### src/rtl/seq_magnitude_comparator.sv
// -----------------------------------------------------------------------------
// seq_magnitude_comparator
//
// Multi-cycle magnitude comparator. Two WIDTH-bit operands are captured on an
// accepted start, then compared MSB-first, DIGIT bits per clock. It supports
// unsigned and two's-complement order. The result is reported as one-hot
// eq/gt/lt flags, which are qualified by a one-cycle done pulse.
//
// Parameters:
//   WIDTH  operand width in bits; must be an exact multiple of DIGIT
//   DIGIT  bits examined per COMPARE cycle (1 <= DIGIT <= WIDTH)
//
// Ports:
//   clk          single rising-edge clock
//   rst          synchronous reset, active-high; abandons any operation
//   start        request a comparison; honoured only in IDLE
//   a, b         operands; sampled only on the accepted-start edge
//   signed_mode  1 = two's-complement compare; sampled with the operands
//   busy         high while comparing
//   done         one-cycle pulse; eq/gt/lt are valid from this cycle on
//   eq, gt, lt   comparison result (A == B, A > B, A < B); each holds until
//                the next accepted start or rst
//
// Build option:
//   SEQ_COMPARATOR_EARLY_EXIT_EN  when defined, the comparison stops at the
//   first mismatching digit, so latency depends on the data. When undefined,
//   all WIDTH/DIGIT digits are always examined and latency is constant. The
//   results are the same in both builds.
// -----------------------------------------------------------------------------
module seq_magnitude_comparator #(
  parameter int WIDTH = 8,
  parameter int DIGIT = 1
) (
  input  logic             clk,
  input  logic             rst,
  input  logic             start,
  input  logic [WIDTH-1:0] a,
  input  logic [WIDTH-1:0] b,
  input  logic             signed_mode,
  output logic             busy,
  output logic             done,
  output logic             eq,
  output logic             gt,
  output logic             lt
);

  localparam int N     = WIDTH / DIGIT;
  localparam int CNT_W = (N > 1) ? $clog2(N) : 1;
  localparam logic [CNT_W-1:0] CNT_LOAD = CNT_W'(N - 1);
  localparam logic [CNT_W-1:0] CNT_ONE  = CNT_W'(1);

  // Reject parameter combinations at elaboration.
  if ((DIGIT < 1) || (DIGIT > WIDTH) || ((WIDTH % DIGIT) != 0)) begin : g_bad_params
    $error("seq_magnitude_comparator: WIDTH must be a multiple of DIGIT and 1 <= DIGIT <= WIDTH");
  end

  typedef enum logic [1:0] {
    IDLE    = 2'd0,
    COMPARE = 2'd1,
    DONE    = 2'd2
  } state_t;

  state_t             state_q;
  logic [WIDTH-1:0]   a_sh_q;
  logic [WIDTH-1:0]   b_sh_q;
  logic [CNT_W-1:0]   cnt_q;
  logic               decided_q;
  logic               busy_q;
  logic               done_q;
  logic               eq_q;
  logic               gt_q;
  logic               lt_q;

  // Operand copies as they are loaded into the shift registers. In signed
  // mode the sign bit is flipped (offset binary). A plain unsigned digit
  // compare then yields the two's-complement order.
  logic [WIDTH-1:0]   a_cap_d;
  logic [WIDTH-1:0]   b_cap_d;

  // Digit currently at the top of each shift register
  logic [DIGIT-1:0]   dig_a;
  logic [DIGIT-1:0]   dig_b;
  logic               dig_gt;
  logic               first_mismatch;
  logic               last_digit;

  always_comb begin
    a_cap_d            = a;
    b_cap_d            = b;
    a_cap_d[WIDTH-1]   = a[WIDTH-1] ^ signed_mode;
    b_cap_d[WIDTH-1]   = b[WIDTH-1] ^ signed_mode;
  end

  always_comb begin
    dig_a          = a_sh_q[WIDTH-1 -: DIGIT];
    dig_b          = b_sh_q[WIDTH-1 -: DIGIT];
    dig_gt         = (dig_a > dig_b);
    // Only the first differing digit decides. Once decided, later digits are
    // ignored so that constant-time mode gives the same answer.
    first_mismatch = !decided_q && (dig_a != dig_b);
    last_digit     = (cnt_q == '0);
  end

  always_ff @(posedge clk) begin
    if (rst) begin
      state_q   <= IDLE;
      a_sh_q    <= '0;
      b_sh_q    <= '0;
      cnt_q     <= '0;
      decided_q <= 1'b0;
      busy_q    <= 1'b0;
      done_q    <= 1'b0;
      eq_q      <= 1'b0;
      gt_q      <= 1'b0;
      lt_q      <= 1'b0;
    end else begin
      case (state_q)
        IDLE: begin
          done_q <= 1'b0;
          if (start) begin
            state_q   <= COMPARE;
            busy_q    <= 1'b1;
            a_sh_q    <= a_cap_d;
            b_sh_q    <= b_cap_d;
            cnt_q     <= CNT_LOAD;
            decided_q <= 1'b0;
            eq_q      <= 1'b0;
            gt_q      <= 1'b0;
            lt_q      <= 1'b0;
          end
        end

        COMPARE: begin
          a_sh_q <= a_sh_q << DIGIT;
          b_sh_q <= b_sh_q << DIGIT;
          cnt_q  <= cnt_q - CNT_ONE;

          if (first_mismatch) begin
            decided_q <= 1'b1;
            gt_q      <= dig_gt;
            lt_q      <= !dig_gt;
          end

`ifdef SEQ_COMPARATOR_EARLY_EXIT_EN
          // Leave on the first mismatch. Otherwise leave after the last
          // digit, which can only be reached if every digit matched.
          if (first_mismatch) begin
            state_q <= DONE;
            busy_q  <= 1'b0;
            done_q  <= 1'b1;
          end else if (last_digit) begin
            state_q <= DONE;
            busy_q  <= 1'b0;
            done_q  <= 1'b1;
            eq_q    <= 1'b1;
          end
`else
          // Always walk every digit. A result decided earlier is retained.
          if (last_digit) begin
            state_q <= DONE;
            busy_q  <= 1'b0;
            done_q  <= 1'b1;
            if (!decided_q && !first_mismatch) begin
              eq_q <= 1'b1;
            end
          end
`endif
        end

        DONE: begin
          // Pulse lasts exactly one cycle; a start seen here is ignored
          state_q <= IDLE;
          done_q  <= 1'b0;
          busy_q  <= 1'b0;
        end

        default: begin
          state_q <= IDLE;
          busy_q  <= 1'b0;
          done_q  <= 1'b0;
        end
      endcase
    end
  end

  assign busy = busy_q;
  assign done = done_q;
  assign eq   = eq_q;
  assign gt   = gt_q;
  assign lt   = lt_q;

endmodule

### config.mk
export PLATFORM = sky130hd
export DESIGN_NAME = seq_magnitude_comparator
export DESIGN_NICKNAME = d
export VERILOG_FILES = /design/src/rtl/seq_magnitude_comparator.sv
export SDC_FILE = /design/constraint.sdc
export NUM_CORES = 1
export LEC_CHECK = 0
export CELL_PAD_IN_SITES_DETAIL_PLACEMENT = 2
export CELL_PAD_IN_SITES_GLOBAL_PLACEMENT = 2
export CORE_ASPECT_RATIO = 0.8
export CORE_UTILIZATION = 32
export DETAILED_ROUTE_END_ITERATION = 12
export GPL_TIMING_DRIVEN = 0
export HOLD_SLACK_MARGIN = 0.06
export PLACE_DENSITY = 0.87
export REMOVE_ABC_BUFFERS = 1
export SYNTH_ARGS = -nofsm -noshare
export SYNTH_HDL_FRONTEND = slang
export SYNTH_SLANG_ARGS = --single-unit
### constraint.sdc
create_clock -name clk -period 3.2 [get_ports clk]
set_clock_uncertainty 0.2 [all_clocks]
set_input_delay 0.32 -clock clk [delete_from_list [all_inputs] [get_ports clk]]
set_output_delay 0.32 -clock clk [all_outputs]
set_load 0.02 [all_outputs]
Word level (Yosys, flattened, before mapping)
Cells that the tools add are included.
{"block": "word_totals", "input_bits": 20, "output_inout_bits": 5, "word_cells": 56, "register_bits": 27}
{"block": "classes", "eq_ne": 6, "n_lt_le_gt_ge": 1, "add_sub_neg": 1, "n_mux": 22, "n_bitwise": 3, "n_reduce_logical": 13}
{"cell": "case mux 8 bit (2 select lines)", "n": 2}
{"cell": "2-to-1 mux 8 bit", "n": 2}
{"cell": "case mux 1 bit (2 select lines)", "n": 5}
{"cell": "2-to-1 mux 1 bit", "n": 8}
{"cell": "inequality test 2 bit (second input constant)", "n": 4}
{"cell": "case mux 3 bit (2 select lines)", "n": 1}
{"cell": "2-to-1 mux 2 bit", "n": 2}
{"cell": "case mux 2 bit (2 select lines)", "n": 1}
{"cell": "AND reduction 2 bit", "n": 2}
{"cell": "AND reduction 4 bit", "n": 1}
{"cell": "logical NOT 1 bit", "n": 3}
{"cell": "logical NOT 3 bit", "n": 1}
{"cell": "2-to-1 mux 3 bit", "n": 1}
{"cell": "AND reduction 3 bit", "n": 1}
{"cell": "subtractor 3 x 1 -> 3 bit (second input constant)", "n": 1}
{"cell": "== test 2 x 1 -> 1 bit (second input constant)", "n": 1}
{"cell": "logical AND 1 bit", "n": 2}
{"cell": "logical NOT 2 bit", "n": 1}
{"cell": "nonzero test 2 bit", "n": 1}
{"cell": "OR reduction 2 bit", "n": 1}
{"cell": "bitwise XOR 1 bit", "n": 2}
{"cell": "greater-than comparator 1 bit", "n": 1}
{"cell": "inequality test 1 bit", "n": 1}
{"cell": "NOT 1 bit", "n": 1}

Longest topological paths before layout
Gate-level depths: netlist (run 1).
{"block": "logic_depth", "depth_word": 7, "ltp_mapped": 5, "mapped_depth_nobuf": 5}

Worst setup path after synthesis (run 1)
OpenSTA, ideal clock, no wires.
{"block": "synth_path", "path_type": "reg-to-reg", "startpoint": "reg b_sh_q[7]", "endpoint": "reg lt_q, in the netlist lt", "stages_incl_launch_ff": 6, "required_ns": 2.933, "synth_period_minus_slack_ns": 1.710, "n_path_buf": 0, "t_arrival_ns": 1.443, "slack_ns": 1.490, "setup_time_ns": 0.067, "path_cell_list": "dfxtp_1 > inv_1 > ha_1 > or4b_4 > or2_0 > a21oi_2"}
{"block": "synth_via", "elab_chain_len": 4, "word_cells_on_any_way": 8, "cone_classes": "order compare: 1; eq/ne: 2; mux: 2; reduce/logical: 3"}
{"element": "start, declared", "line": "65", "rtl": "logic [WIDTH-1:0] b_sh_q;"}
{"element": "start signal, assigned", "line": "124", "rtl": "b_sh_q <= b_cap_d;"}
{"element": "start signal, assigned", "line": "135", "rtl": "b_sh_q <= b_sh_q << DIGIT;"}
{"element": "greater-than comparator 1 bit / inequality test 1 bit (equally long branches)", "line": "97, 100"}
{"element": "logical NOT 1 bit / logical AND 1 bit (equally long branches)", "line": "141, 100"}
{"element": "2-to-1 mux 1 bit / inequality test 2 bit (equally long branches)"}
{"element": "case mux 1 bit (2 select lines) / AND reduction 3 bit (equally long branches)"}
{"element": "end signal, assigned", "line": "141", "rtl": "lt_q <= !dig_gt;"}
{"element": "end, declared", "line": "72", "rtl": "logic lt_q;"}
Parallel ways exist; a longest one is shown, timed or not. The select of a mux whose other input is x is not followed.
A chain may end at the register's enable or synchronous reset.

Final worst setup path (run 1)
{"block": "layout_path", "startpoint": "reg state_q[1]", "endpoint": "reg b_sh_q[7]"}
{"block": "layout_via", "elab_chain_len": 3, "word_cells_on_any_way": 6, "cone_classes": "eq/ne: 2; mux: 1; reduce/logical: 3"}
{"element": "start, declared", "line": "63", "rtl": "state_t state_q;"}
{"element": "start signal, assigned", "line": "106", "rtl": "state_q <= IDLE;"}
{"element": "start signal, assigned", "line": "121", "rtl": "state_q <= COMPARE;"}
{"element": "start signal, assigned", "line": "160", "rtl": "state_q <= DONE;"}
{"element": "== test 2 x 1 -> 1 bit / logical NOT 2 bit (equally long branches)", "line": "117", "rtl": "case (state_q)"}
{"element": "nonzero test 2 bit (no source line) / inequality test 2 bit (equally long branches)"}
{"element": "AND reduction 2 bit (no source line)"}
Parallel ways exist; a longest one is shown, timed or not.

==> results of run 1 <==
## registers in the layout, summed over array words and instances (netlist names)
register   flops
a_sh_q         8
b_sh_q         8
cnt_q          3
state_q        2
busy           1
decided_q      1
done           1
eq             1
gt             1
lt             1
## cell type report
class	instances	area (um^2)
Clock buffer	3	41.3
Fill cell	388	2050
Multi-Input combinational cell	88	609
Timing Repair Buffer	24	240
Inverter	7	26.3
Tap cell	42	52.6
Sequential cell	27	541
Clock inverter	1	5.00
## report_power, final
group          leakage (nW)  total [mW]  switching, mW  internal (mW)
combinational         0.370       0.164         0.0823         0.0818
clock                0.0255       0.199          0.112         0.0875
sequential            0.223       0.395         0.0247          0.370
## Yosys cell counts (2+ instances only)
cell type / number
sky130_fd_sc_hd__nand2_1: 2
sky130_fd_sc_hd__nand2b_1: 3
sky130_fd_sc_hd__a221o_1: 2
sky130_fd_sc_hd__a211oi_1: 14
sky130_fd_sc_hd__nand3b_1: 3
sky130_fd_sc_hd__clkbuf_1: 4
sky130_fd_sc_hd__nor2_1: 21
sky130_fd_sc_hd__mux2i_1: 13
sky130_fd_sc_hd__buf_2: 5
sky130_fd_sc_hd__a21oi_1: 3
sky130_fd_sc_hd__inv_1: 7
sky130_fd_sc_hd__nor3_1: 3
sky130_fd_sc_hd__dfxtp_1: 27
sky130_fd_sc_hd__o21ai_0: 4
sky130_fd_sc_hd__xnor2_1: 2
sky130_fd_sc_hd__ha_1: 3
## cells by family after synthesis
family | Yosys count | synth area share
compound gates | 29 | 0.171
xor+xnor | 2 | 0.0142
fa+ha+maj | 3 | 0.0304
buf+inv | 18 | 0.0689
flops | 27 | 0.438
mux | 13 | 0.105
simple gates | 41 | 0.172
## routing by layer
metal,share of wire,up-vias,global-route usage
met5,0,-,0
met2,0.50,17,0.295
met1,0.45,490,0.210
li1,-,495,-
met3,0.036,5,0.0424
met4,0.015,0,0.0588
## path summary, 6_finish.rpt
path	startpoint	depth (start not counted)	end	slack, ns
setup reg to reg	state_q[1]	3	b_sh_q[7]	1.05
setup / recovery	state_q[1]	3	b_sh_q[7]	1.05
hold / removal	eq	2	eq	0.29
hold reg to reg	eq	2	eq	0.29
## stage by stage
step / power [mW] / area [um^2] / hold slack (ns) / util / instances
after global placement: 0.554 / 1470 / 0.240 / 0.412 / 188
after floorplan: 0.498 / 1180 / 0.182 / - / 122
after global routing: 0.809 / 1520 / 0.325 / 0.425 / 192
after detailed placement: 0.569 / 1470 / 0.280 / 0.412 / 188
after CTS: 0.772 / 1520 / 0.294 / 0.425 / 192
final: 0.758 / 1520 / 0.286 / 0.425 / 192
## worst reg2reg max path: cells and delay by family (launching register included)
kind / cells / cell delay [ns]
AOI/OAI and AO/OA: 1 / 0.35
DFF: 1 / 0.55
and+or+nand+nor: 2 / 0.95
==> metrics.txt, run 1 <==
# TYPE chip_impl_metric gauge
chip_impl_info{name="status",value="finished clean"} 1
chip_impl_metric{name="clock_sink_count",unit=""} 27
chip_impl_metric{name="asyncSetResetFlopFracSynth",unit=""} 0
chip_impl_metric{name="fin_crit",unit="ns"} 2.15
chip_impl_info{name="worstSetupStartpointType",value="register"} 1
chip_impl_metric{name="cts-resized-gates",unit=""} 0
chip_impl_metric{name="critPathRequiredTime",unit="ns"} 3.17
chip_impl_metric{name="synth_seq_cells",unit=""} 27
chip_impl_metric{name="timing.critical_path.fanout_max",unit=""} 15
chip_impl_metric{name="total_cts_buffers",unit=""} 3
chip_impl_info{name="yosys-top-cells-area",value="sky130_fd_sc_hd__dfxtp_1 44%, sky130_fd_sc_hd__mux2i_1 11%, sky130_fd_sc_hd__a211oi_1 8.5%, sky130_fd_sc_hd__nor2_1 6.4%, sky130_fd_sc_hd__ha_1 3.0%"} 1
chip_impl_info{name="cp_cell_sequence",value="nand2b_1, nor2_1, a221o_1"} 1
chip_impl_metric{name="wl_per_cell",unit="um"} 15.5
chip_impl_metric{name="firstDrtPassIters",unit=""} 4
chip_impl_metric{name="cts_buffer_depth",unit=""} 2
chip_impl_metric{name="worst-path-buf-inv",unit=""} 0
chip_impl_metric{name="drc",unit=""} 0
chip_impl_metric{name="syn2layout_area_growth",unit="%"} 22.7
chip_impl_metric{name="dp_slack",unit="ns"} 0.760
chip_impl_metric{name="design.die.area",unit="um^2"} 4110
chip_impl_metric{name="fmax",unit="GHz"} 0.465
chip_impl_metric{name="power_per_cell_area",unit="nW/um^2"} 500
chip_impl_info{name="criticalPathCategory",value="reg2reg"} 1
chip_impl_metric{name="std_cell_rows",unit=""} 19
chip_impl_metric{name="seq_total_area_yosys",unit=""} 0.438
chip_impl_info{name="cp_top_family",value="simple AND/OR/NAND/NOR gates"} 1
chip_impl_metric{name="total_number_of_vias",unit=""} 1007
chip_impl_metric{name="place.detailed.hpwl",unit="um"} 2150
chip_impl_metric{name="setup_ws",unit="ns"} 1.05
chip_impl_metric{name="grt_start_max_net_pins",unit=""} 30
chip_impl_metric{name="finalWeightedCongestion",unit=""} 0.682
chip_impl_metric{name="floorplan.initialDensity",unit=""} 0.346
chip_impl_metric{name="cp.arrival",unit="ns"} 2.12
chip_impl_metric{name="cts_htree_levels",unit=""} 1
chip_impl_info{name="grt_setup_unrepaired",value="false"} 1
chip_impl_metric{name="via_per_instance_ratio",unit=""} 5.24
chip_impl_metric{name="die_x",unit="um"} 71.5
chip_impl_info{name="synth-main-ff-cell",value="sky130_fd_sc_hd__dfxtp_1"} 1
chip_impl_metric{name="grt_overflow_total",unit=""} 0
chip_impl_info{name="synthDominantAreaCellType",value="sky130_fd_sc_hd__dfxtp_1"} 1
chip_impl_metric{name="clkSlewWorstSetupHoldPaths",unit="ns"} 0.09
chip_impl_metric{name="synthesis.instances",unit=""} 133
chip_impl_metric{name="die_height",unit="um"} 57.6
chip_impl_metric{name="setup_viol",unit=""} 0
chip_impl_info{name="crit_path_end_kind",value="register"} 1
chip_impl_metric{name="top_level_ports",unit=""} 25
chip_impl_metric{name="antenna_left",unit=""} 0
chip_impl_metric{name="drv_slew",unit=""} 0
chip_impl_metric{name="final-hold-violation-count",unit=""} 0
chip_impl_info{name="critPathSlowestCell",value="sky130_fd_sc_hd__nand2b_1"} 1
chip_impl_metric{name="leakagePower",unit="nW"} 0.619
chip_impl_metric{name="synth_top_area_share",unit=""} 0.438
chip_impl_metric{name="postCtsSetupBuffers",unit=""} 0
chip_impl_metric{name="drv.max_cap_violation_count",unit=""} 0
chip_impl_metric{name="count_of_antenna_diodes_in_the_layout",unit=""} 0
chip_impl_info{name="tritoncts_clock_tree",value="yes"} 1
chip_impl_metric{name="yosys_warnings",unit=""} 0
chip_impl_metric{name="synth_edf_count",unit=""} 0
chip_impl_info{name="layout_commonest_cell",value="sky130_fd_sc_hd__dfxtp_1"} 1
chip_impl_metric{name="global_route.usage.total",unit=""} 0.171
chip_impl_metric{name="fin_tns_setup",unit="ns"} 0
chip_impl_metric{name="timing.slew.headroom",unit=""} 0.279
chip_impl_metric{name="final_nets",unit=""} 174
chip_impl_metric{name="drt_first_iter_violations",unit=""} 38
chip_impl_metric{name="tightestPinTransition",unit="ns"} 1.08
chip_impl_metric{name="ys_types",unit=""} 33
chip_impl_metric{name="placement.io_buffers",unit=""} 24
chip_impl_metric{name="design.core.area",unit="um^2"} 3570
chip_impl_metric{name="syn_area_per_cell",unit="um^2"} 9.29
chip_impl_metric{name="grt_first_pass_wirelength",unit="um"} 5280
chip_impl_metric{name="syn-cell-area",unit="um^2"} 1230
chip_impl_metric{name="number_of_global_route_vias_before_repair",unit=""} 1089
chip_impl_metric{name="vdd_ir_drop_max",unit="V"} 0.000239
chip_impl_metric{name="wirelength",unit="um"} 2970
chip_impl_info{name="commonest_cells_after_routing_fill_and_taps_aside",value="27 x sky130_fd_sc_hd__dfxtp_1, 24 x sky130_fd_sc_hd__clkdlybuf4s50_1, 21 x sky130_fd_sc_hd__nor2_1, 14 x sky130_fd_sc_hd__a211oi_1, 13 x sky130_fd_sc_hd__mux2i_1"} 1
chip_impl_info{name="hold_path_class",value="reg2reg"} 1
chip_impl_metric{name="cts_hold_buffers",unit=""} 0
chip_impl_metric{name="drive_above_1_share",unit=""} 0.0467
chip_impl_metric{name="crit_path_max_incr_delay",unit="ns"} 0.74
chip_impl_metric{name="final.period_utilization",unit=""} 0.672
chip_impl_info{name="clockRootBuffer",value="sky130_fd_sc_hd__clkbuf_8"} 1
chip_impl_metric{name="clkLatencyLatePin",unit="ns"} 0.28
chip_impl_metric{name="grt_antenna_before_repair",unit=""} 0
(Power assumes the default switching activity.)
==> run 2, diff against run 1 <==
--- a/config.mk
+++ b/config.mk
@@ -8,11 +8,11 @@
 export CELL_PAD_IN_SITES_DETAIL_PLACEMENT = 2
 export CELL_PAD_IN_SITES_GLOBAL_PLACEMENT = 2
 export CORE_ASPECT_RATIO = 0.8
-export CORE_UTILIZATION = 32
+export CORE_UTILIZATION = 30
 export DETAILED_ROUTE_END_ITERATION = 12
 export GPL_TIMING_DRIVEN = 0
 export HOLD_SLACK_MARGIN = 0.06
-export PLACE_DENSITY = 0.87
+export PLACE_DENSITY = 0.83
 export REMOVE_ABC_BUFFERS = 1
 export SYNTH_ARGS = -nofsm -noshare
 export SYNTH_HDL_FRONTEND = slang
==> constraint.sdc (replaced) <==
create_clock -name clk -period 2.06 [get_ports clk]
set_clock_uncertainty 0.2 [all_clocks]
set_input_delay 0.206 -clock clk [delete_from_list [all_inputs] [get_ports clk]]
set_output_delay 0.206 -clock clk [all_outputs]
set_load 0.02 [all_outputs]
==> metrics.txt, run 2 (synthesized netlist as in run 1, its figures left out) <==
# TYPE chip_impl_metric gauge
chip_impl_info{name="status",value="finished clean"} 1
chip_impl_metric{name="clkSlewWorstSetupHoldPaths",unit="ns"} 0.09
chip_impl_metric{name="final.period_utilization",unit=""} 0.926
chip_impl_metric{name="antenna_left",unit=""} 0
chip_impl_metric{name="grt_first_pass_wirelength",unit="um"} 4930
chip_impl_metric{name="cts_hold_buffers",unit=""} 0
chip_impl_metric{name="clkLatencyLatePin",unit="ns"} 0.27
chip_impl_metric{name="wirelength",unit="um"} 2920
chip_impl_metric{name="cts_htree_levels",unit=""} 1
chip_impl_metric{name="cts_buffer_depth",unit=""} 2
chip_impl_metric{name="drt_first_iter_violations",unit=""} 35
chip_impl_metric{name="timing.critical_path.fanout_max",unit=""} 15
chip_impl_info{name="crit_path_end_kind",value="register"} 1
chip_impl_metric{name="design.core.area",unit="um^2"} 3880
chip_impl_metric{name="setup_viol",unit=""} 0
chip_impl_metric{name="critPathRequiredTime",unit="ns"} 2.03
chip_impl_info{name="hold_path_class",value="reg2reg"} 1
chip_impl_metric{name="internal",unit="mW"} 0.842
chip_impl_metric{name="design_area",unit="um^2"} 1540
chip_impl_metric{name="combPwrFrac",unit=""} 0.217
chip_impl_metric{name="leakagePower",unit="nW"} 0.629
chip_impl_metric{name="die_height",unit="um"} 59.4
chip_impl_metric{name="design.die.area",unit="um^2"} 4380
chip_impl_metric{name="clkPwrFrac",unit=""} 0.259
chip_impl_metric{name="final-hold-violation-count",unit=""} 0
chip_impl_info{name="criticalPathCategory",value="reg2reg"} 1
chip_impl_metric{name="place.detailed.hpwl",unit="um"} 2140
chip_impl_info{name="biggestRegsByFlops",value="a_sh_q (8), b_sh_q (8), cnt_q (3)"} 1
chip_impl_metric{name="firstDrtPassIters",unit=""} 3
chip_impl_metric{name="placement.io_buffers",unit=""} 24
chip_impl_info{name="critPathSlowestCell",value="sky130_fd_sc_hd__dfxtp_1"} 1
chip_impl_info{name="timing.critical_path.to",value="b_sh_q[7]"} 1
chip_impl_metric{name="count_of_antenna_diodes_in_the_layout",unit=""} 0
chip_impl_metric{name="switching_power",unit="mW"} 0.330
chip_impl_info{name="layout_commonest_cell",value="sky130_fd_sc_hd__dfxtp_1"} 1
chip_impl_metric{name="drv_slew",unit=""} 0
chip_impl_metric{name="crit_path_max_incr_delay",unit="ns"} 0.56
chip_impl_metric{name="finalWeightedCongestion",unit=""} 0.674
chip_impl_metric{name="drv.max_cap_violation_count",unit=""} 0
chip_impl_info{name="crit_start",value="state_q[1]"} 1
chip_impl_metric{name="grt_overflow_total",unit=""} 0
chip_impl_metric{name="clock_sink_count",unit=""} 27
chip_impl_info{name="worstSetupStartpointType",value="register"} 1
chip_impl_metric{name="drc",unit=""} 0
chip_impl_metric{name="syn2layout_area_growth",unit="%"} 24.8
chip_impl_metric{name="grt_antenna_before_repair",unit=""} 0
chip_impl_info{name="cp_cell_sequence",value="nand2b_2, nor2_1, a221o_1"} 1
chip_impl_metric{name="std_cell_rows",unit=""} 20
chip_impl_info{name="commonest_cells_after_routing_fill_and_taps_aside",value="27 x sky130_fd_sc_hd__dfxtp_1, 23 x sky130_fd_sc_hd__clkdlybuf4s50_1, 21 x sky130_fd_sc_hd__nor2_1, 14 x sky130_fd_sc_hd__a211oi_1, 13 x sky130_fd_sc_hd__mux2i_1"} 1
chip_impl_metric{name="total_cts_buffers",unit=""} 3
chip_impl_metric{name="final_nets",unit=""} 174
chip_impl_metric{name="postLayoutCoreUtil",unit=""} 0.397
chip_impl_metric{name="worst-path-buf-inv",unit=""} 0
chip_impl_metric{name="die_x",unit="um"} 73.7
chip_impl_metric{name="power.share.sequential",unit=""} 0.524
chip_impl_metric{name="fmax",unit="GHz"} 0.524
chip_impl_metric{name="global_route.usage.total",unit=""} 0.152
chip_impl_metric{name="wl_per_cell",unit="um"} 14.3
chip_impl_metric{name="floorplan.initialDensity",unit=""} 0.318
chip_impl_metric{name="power_per_cell_area",unit="nW/um^2"} 760
chip_impl_metric{name="cp.arrival",unit="ns"} 1.88
chip_impl_info{name="worst_r2r_startpoint",value="state_q[1]"} 1
chip_impl_info{name="clockRootBuffer",value="sky130_fd_sc_hd__clkbuf_8"} 1
chip_impl_metric{name="switching_share",unit=""} 0.281
chip_impl_info{name="tritoncts_clock_tree",value="yes"} 1
chip_impl_metric{name="top_level_ports",unit=""} 25
chip_impl_metric{name="grt_start_max_net_pins",unit=""} 30
chip_impl_info{name="cp_top_family",value="simple AND/OR/NAND/NOR gates"} 1
chip_impl_metric{name="timing.slew.headroom",unit=""} 0.304
chip_impl_metric{name="total_number_of_vias",unit=""} 1009
chip_impl_metric{name="drive_above_1_share",unit=""} 0.0467
chip_impl_metric{name="via_per_instance_ratio",unit=""} 4.92
chip_impl_metric{name="worst-path-stages",unit=""} 3
chip_impl_metric{name="vdd_ir_drop_max",unit="V"} 0.000300
chip_impl_metric{name="worst-r2r-setup-slack",unit="ns"} 0.15
chip_impl_info{name="critical_path.reg2reg.endpoint",value="b_sh_q[7]"} 1
chip_impl_metric{name="postPlaceCellArea",unit="um^2"} 1490
chip_impl_metric{name="tightestPinTransition",unit="ns"} 1.04
chip_impl_metric{name="worst_reg_to_reg_path_cell_count",unit=""} 3
chip_impl_metric{name="fin_crit",unit="ns"} 1.91
chip_impl_metric{name="number_of_global_route_vias_before_repair",unit=""} 1102
run 2: power groups by stage:
stage | clock, mW | sequential (mW) | combinational (mW)
floorplan | 0 | 0.621 | 0.153
global placement | 0 | 0.621 | 0.240
detailed placement | 0 | 0.626 | 0.258
CTS | 0.320 | 0.614 | 0.259
global route | 0.333 | 0.622 | 0.286
finish | 0.303 | 0.614 | 0.255
run 2: layout make-up:
type                    count  area, um^2
multi-input cells          88         618
clock buffers               4        45.0
flip-flops and latches     27         541
fillers                   432        2340
repair buffers             24         243
inverters                   7        26.3
well taps                  55        68.8
run 2: worst min-delay path by stage:
stage | from | endpoint | cells past startpoint
2_1_floorplan | rst | lt | 1
3_3_place_gp | eq | eq | 2
3_5_place_dp | done | done | 1
4_1_cts | eq | eq | 2
5_1_grt | done | done | 1
6_report | eq | eq | 2
run 2: metal layers:
metal  vias up  wire [um]  global-route usage
met5         -          0                   0
met4         0         21              0.0385
met3         4        120              0.0442
met2        19       1440               0.287
met1       485       1340               0.167
li1        501          -                   -
run 2: stage by stage:
step                cells  setup TNS (ns)  power [mW]  setup slack, ns  hold slack (ns)
floorplan             122               0       0.773            0.282           0.0684
global placement      201          -0.384       0.861           -0.168            0.240
detailed placement    201          -0.962       0.884           -0.292            0.268
CTS                   205               0        1.19           0.0414            0.289
global route          205         -0.0138        1.24         -0.00770            0.319
finish                205               0        1.17            0.152            0.278
run 2: worst reg2reg max path, cell delays in order, from the launching register on:
cell and delay [ns]:
sky130_fd_sc_hd__dfxtp_1 0.56, sky130_fd_sc_hd__nand2b_2 0.51, sky130_fd_sc_hd__nor2_1 0.19, sky130_fd_sc_hd__a221o_1 0.35
run 2: repair_timing:
action	CTS	global route
buffers inserted	0	0
setup endpoints to repair	15	2
resized for setup	1	2
